$ cat config.mk
export PLATFORM = sky130hd
export DESIGN_NAME = deserializer
export DESIGN_NICKNAME = d
export VERILOG_FILES = /design/src/rtl/deser_pkg.sv /design/src/rtl/deserializer.sv
export SDC_FILE = /design/constraint.sdc
export NUM_CORES = 1
export LEC_CHECK = 0
export CAP_MARGIN = 20
export CORE_MARGIN = 8
export CORE_UTILIZATION = 52
export DETAILED_ROUTE_END_ITERATION = 10
export PLACE_DENSITY = 0.83
export REMOVE_ABC_BUFFERS = 1
export SYNTH_ARGS = -nofsm -noshare
export SYNTH_HDL_FRONTEND = slang
export SYNTH_SLANG_ARGS = --single-unit
$ cat constraint.sdc
create_clock -name clk_i -period 2.24 [get_ports clk_i]
set_input_delay 0.224 -clock clk_i [delete_from_list [all_inputs] [get_ports clk_i]]
set_output_delay 0.224 -clock clk_i [all_outputs]
set_load 0.02 [all_outputs]
$ cat src/rtl/deser_pkg.sv
// Shared constants for the serial-to-parallel deserializer and its downstream consumers.
package deser_pkg;

   localparam int unsigned DESER_WIDTH = 16;

   function automatic int unsigned cnt_width(input int unsigned w);
      return $clog2(w + 1);
   endfunction

   localparam int unsigned DESER_CNT_W = cnt_width(DESER_WIDTH);

endpackage

$ cat src/rtl/deserializer.sv
// Collects WIDTH qualified serial bits and emits them as one parallel word
// with a single-cycle strobe; bit order is selectable at elaboration.
module deserializer
   import deser_pkg::*;
#(
   parameter int unsigned WIDTH     = DESER_WIDTH,
   parameter bit          MSB_FIRST = 1'b1
) (
   input  logic             clk_i,
   input  logic             srst_i,
   input  logic             data_i,
   input  logic             data_val_i,
   output logic [WIDTH-1:0] deser_data_o,
   output logic             deser_data_val_o,
   output logic             busy_o
);

   localparam int unsigned CNT_W = cnt_width(WIDTH);

   logic [CNT_W-1:0] count;
   logic [CNT_W-1:0] count_next;
   logic [WIDTH-1:0] shreg;
   logic [WIDTH-1:0] shreg_next;
   logic             last_bit;

   // A plain shift places bit k at WIDTH-1-k (or k) once all WIDTH bits are in,
   // which is the count-indexed position without a variable-index write.
   always_comb begin
      shreg_next = shreg;
      count_next = count;
      last_bit   = 1'b0;
      if (data_val_i) begin
         shreg_next = MSB_FIRST ? {shreg[WIDTH-2:0], data_i}
                                : {data_i, shreg[WIDTH-1:1]};
         last_bit   = (count == CNT_W'(WIDTH - 1));
         count_next = last_bit ? '0 : count + CNT_W'(1);
      end
   end

   always_ff @(posedge clk_i) begin
      if (srst_i) begin
         count <= '0;
         shreg <= '0;
      end else begin
         count <= count_next;
         shreg <= shreg_next;
      end
   end

   always_ff @(posedge clk_i) begin
      if (srst_i) begin
         deser_data_o     <= '0;
         deser_data_val_o <= 1'b0;
         busy_o           <= 1'b0;
      end else begin
         deser_data_val_o <= last_bit;
         busy_o           <= (count_next != '0);
         if (last_bit) begin
            deser_data_o <= shreg_next;
         end
      end
   end

endmodule

==> flow_metrics.env <==
export IMPL_endpoint_kind="flip-flop"
export IMPL_grt_ovfl_total=0
export IMPL_worst_pin_slew_ns=0.609
export IMPL_numClockSinks=39
export IMPL_yosysTopAreaCellShare_pct=52.3
export IMPL_port_buffer_count=21
export IMPL_hold_class="reg2reg"
export IMPL_startpoint="count[0]"
export IMPL_grt_use_total_pct=12.5
export IMPL_rsz0062_at_grt="no"
export IMPL_crit_required_ns=2.46
export IMPL_swShare_pct=22.1
export IMPL_rr_worst_depth=5
export IMPL_wirelength_mm=2.98
export IMPL_place_inst=205
export IMPL_die_area_um2=4840
export IMPL_cts_resized=0
export IMPL_worstPathMaxFanout=17
export IMPL_drt_initial_drc_count=113
export IMPL_drt_pass1_iter_count=4
export IMPL_wl_per_cell_um=14.1
export IMPL_die_w_um=69.6
export IMPL_syn2layout_area_growth_pct=17.2
export IMPL_power_share_sequential_pct=65.3
export IMPL_cts_tree="done"
export IMPL_hpwl_mm=2.00
export IMPL_setup_viol=0
export IMPL_cts_buffers=5
export IMPL_ys_ff_latch=39
export IMPL_critPathKind="reg2reg"
export IMPL_p_clk_share_pct=28.6
export IMPL_avgSynthCellArea_um2=9.38
export IMPL_status="completed"
export IMPL_post_cts_buffers=0
export IMPL_drive_gt1_share_pct=6.67
export IMPL_synth_common_cells="39 x dfxtp_1, 34 x nand2_1, 19 x nor2_1, 17 x mux2i_1, 11 x a21oi_1"
export IMPL_synth_most_common_cell="dfxtp_1"
export IMPL_die_h_um=69.6
export IMPL_grt_max_degree=35
export IMPL_hold_viol=0
export IMPL_yosys_warnings=0
export IMPL_finalNonFillerCells=211
export IMPL_final_max_slew_viol_count=0
export IMPL_viasPerCell=5.33
export IMPL_slowest_delay_ns=0.68
export IMPL_rrSetupSlack_ns=0.34
export IMPL_syn_inst=159
export IMPL_p_leak_uw=0.000706
export IMPL_path_clk_slew_ns=0.10
export IMPL_ys_top_cells_by_area="dfxtp_1 52%, mux2i_1 11%, nand2_1 8.6%, nor2_1 4.8%, nand3b_1 4.0%"
export IMPL_vias=1124
export IMPL_r2r_start="count[0]"
export IMPL_fin_tns_setup_ns=0
export IMPL_endpoint="deser_data_o[9]"
export IMPL_clk_path_buf_depth=2
export IMPL_coreArea_um2=2730
export IMPL_cap_violations=0
export IMPL_rows=19
export IMPL_drc=0
export IMPL_synth_edff_count=0
export IMPL_antenna_found_initial=0
export IMPL_ios=22
export IMPL_gp_congestion=0.730
export IMPL_fin_crit_sh_pct=84.6
export IMPL_cp_cell_sequence="ha_1 > nand3_2 > or3b_1 > nand3b_1 > nand2_1"
export IMPL_synth_cell_types=30
export IMPL_maxSlewHeadroom_pct=59.4
export IMPL_synthArstFlopShare_pct=0
export IMPL_period_minus_slack_ns=1.90
export IMPL_cp_arrival_ns=2.11
export IMPL_start_util_pct=54.6
export IMPL_max_freq_mhz=528
export IMPL_cp_slowest_cell="or3b_1"
export IMPL_p_per_area_nw_per_um2=619
export IMPL_ys_seq_area_share_pct=52.3
export IMPL_cts_htree_levels=2
export IMPL_final_nets=186
export IMPL_syn_cell_area_um2=1490
export IMPL_yosysTopAreaCell="dfxtp_1"
export IMPL_grt_pass1_wl_mm=5.00
export IMPL_postCtsHoldBufs=0
export IMPL_switchingPower_uw=239
export IMPL_rr_endpoint="deser_data_o[9]"
export IMPL_start_kind="flip-flop"
export IMPL_vdd_drop_max_v=0.000485
export IMPL_combPwrFrac_pct=6.2
export IMPL_ant_nets=0
export IMPL_clock_root_buffer="clkbuf_4"
export IMPL_antenna_cells=0
export IMPL_insertion_delay_ns=0.32
export IMPL_p_int_uw=843
export IMPL_finalClockSkew_ns=0.00642
export IMPL_synthFlopType="dfxtp_1"
export IMPL_grt_pass1_vias=1152
==> logic make-up (layout without fill, tap and decap cells) <==
| kind of cell | count (synthesis) | after routing | share of synthesized area [%] |
|---|---|---|---|
| simple gates | 74 | 74 | 24.5 |
| flops | 39 | 39 | 52.3 |
| mux | 17 | 17 | 11.4 |
| compound gates | 16 | 16 | 5.79 |
| buf+inv | 11 | 32 | 4.53 |
| fa+ha+maj | 1 | 1 | 0.839 |
| xor+xnor | 1 | 1 | 0.587 |
==> critical path: cells and delay by family, from the launching register on <==
kind,cells,cell delay (ns)
flops,1,0.45
simple gates,4,1.10
fa+ha+maj,1,0.24
==> registers in the layout, indices dropped and copies added, names as in the netlist <==
name / count
busy_o: 1
count: 5
deser_data_o: 16
deser_data_val_o: 1
shreg: 16
==> cell type report <==
type,instances,area [um2]
clock buffers,6,41.3
fillers,213,986
inverters,1,3.75
multi-input cells,109,643
flip-flops and latches,39,781
well taps,31,38.8
repair buffers,25,240
==> power groups by stage <==
stage	logic [uW]	registers [uW]	clock network, uW
4_1_cts	66.4	706	320
6_report	66.6	706	309
3_3_place_gp	63.4	721	0
3_5_place_dp	66.1	722	0
5_1_grt	72.7	707	354
2_1_floorplan	26.9	724	0
==> routing by layer <==
| layer | up-vias | global-route usage (%) | share of wire [%] |
|---|---|---|---|
| met5 | - | 0 | 0 |
| met4 | 0 | 6.38 | 1.6 |
| met3 | 6 | 5.29 | 5.4 |
| met2 | 24 | 20.6 | 48 |
| met1 | 528 | 13.2 | 45 |
| li1 | 566 | - | - |
==> stage by stage <==
stage | utilization [%] | power, uW | cell area, um2 | setup WS [ns] | hold slack [ns]
2_1_floorplan | - | 751 | 1430 | 0.659 | 0.293
3_3_place_gp | 62.4 | 785 | 1710 | 0.426 | 0.446
3_5_place_dp | 62.4 | 788 | 1710 | 0.344 | 0.454
4_1_cts | 63.9 | 1090 | 1750 | 0.353 | 0.469
5_1_grt | 63.9 | 1130 | 1750 | 0.255 | 0.488
6_report | 63.9 | 1080 | 1750 | 0.345 | 0.463
==> cell usage in the layout, fill, tap and decap left out, drive strengths merged, types with 2 or more instances in the layout <==
cell	Yosys	final
a21oi	11	11
nand2	34	34
dfxtp	39	39
clkbuf	2	6
mux2i	17	17
buf	8	4
clkdlybuf4s50	0	21
nand4	2	2
nand2b	2	2
nor2	19	19
o21ai	2	2
nand3b	8	8
==> worst min path at each step <==
stage / to / slack [ns] / cells after the start / from
floorplan: count[0] / 0.29 / 1 / srst_i
global placement: deser_data_o[4] / 0.45 / 2 / deser_data_o[4]
detailed placement: deser_data_o[12] / 0.45 / 2 / deser_data_o[12]
CTS: deser_data_o[12] / 0.47 / 2 / deser_data_o[12]
global route: deser_data_o[12] / 0.49 / 2 / deser_data_o[12]
finish: deser_data_o[12] / 0.46 / 2 / deser_data_o[12]
(Power assumes the default switching activity.)
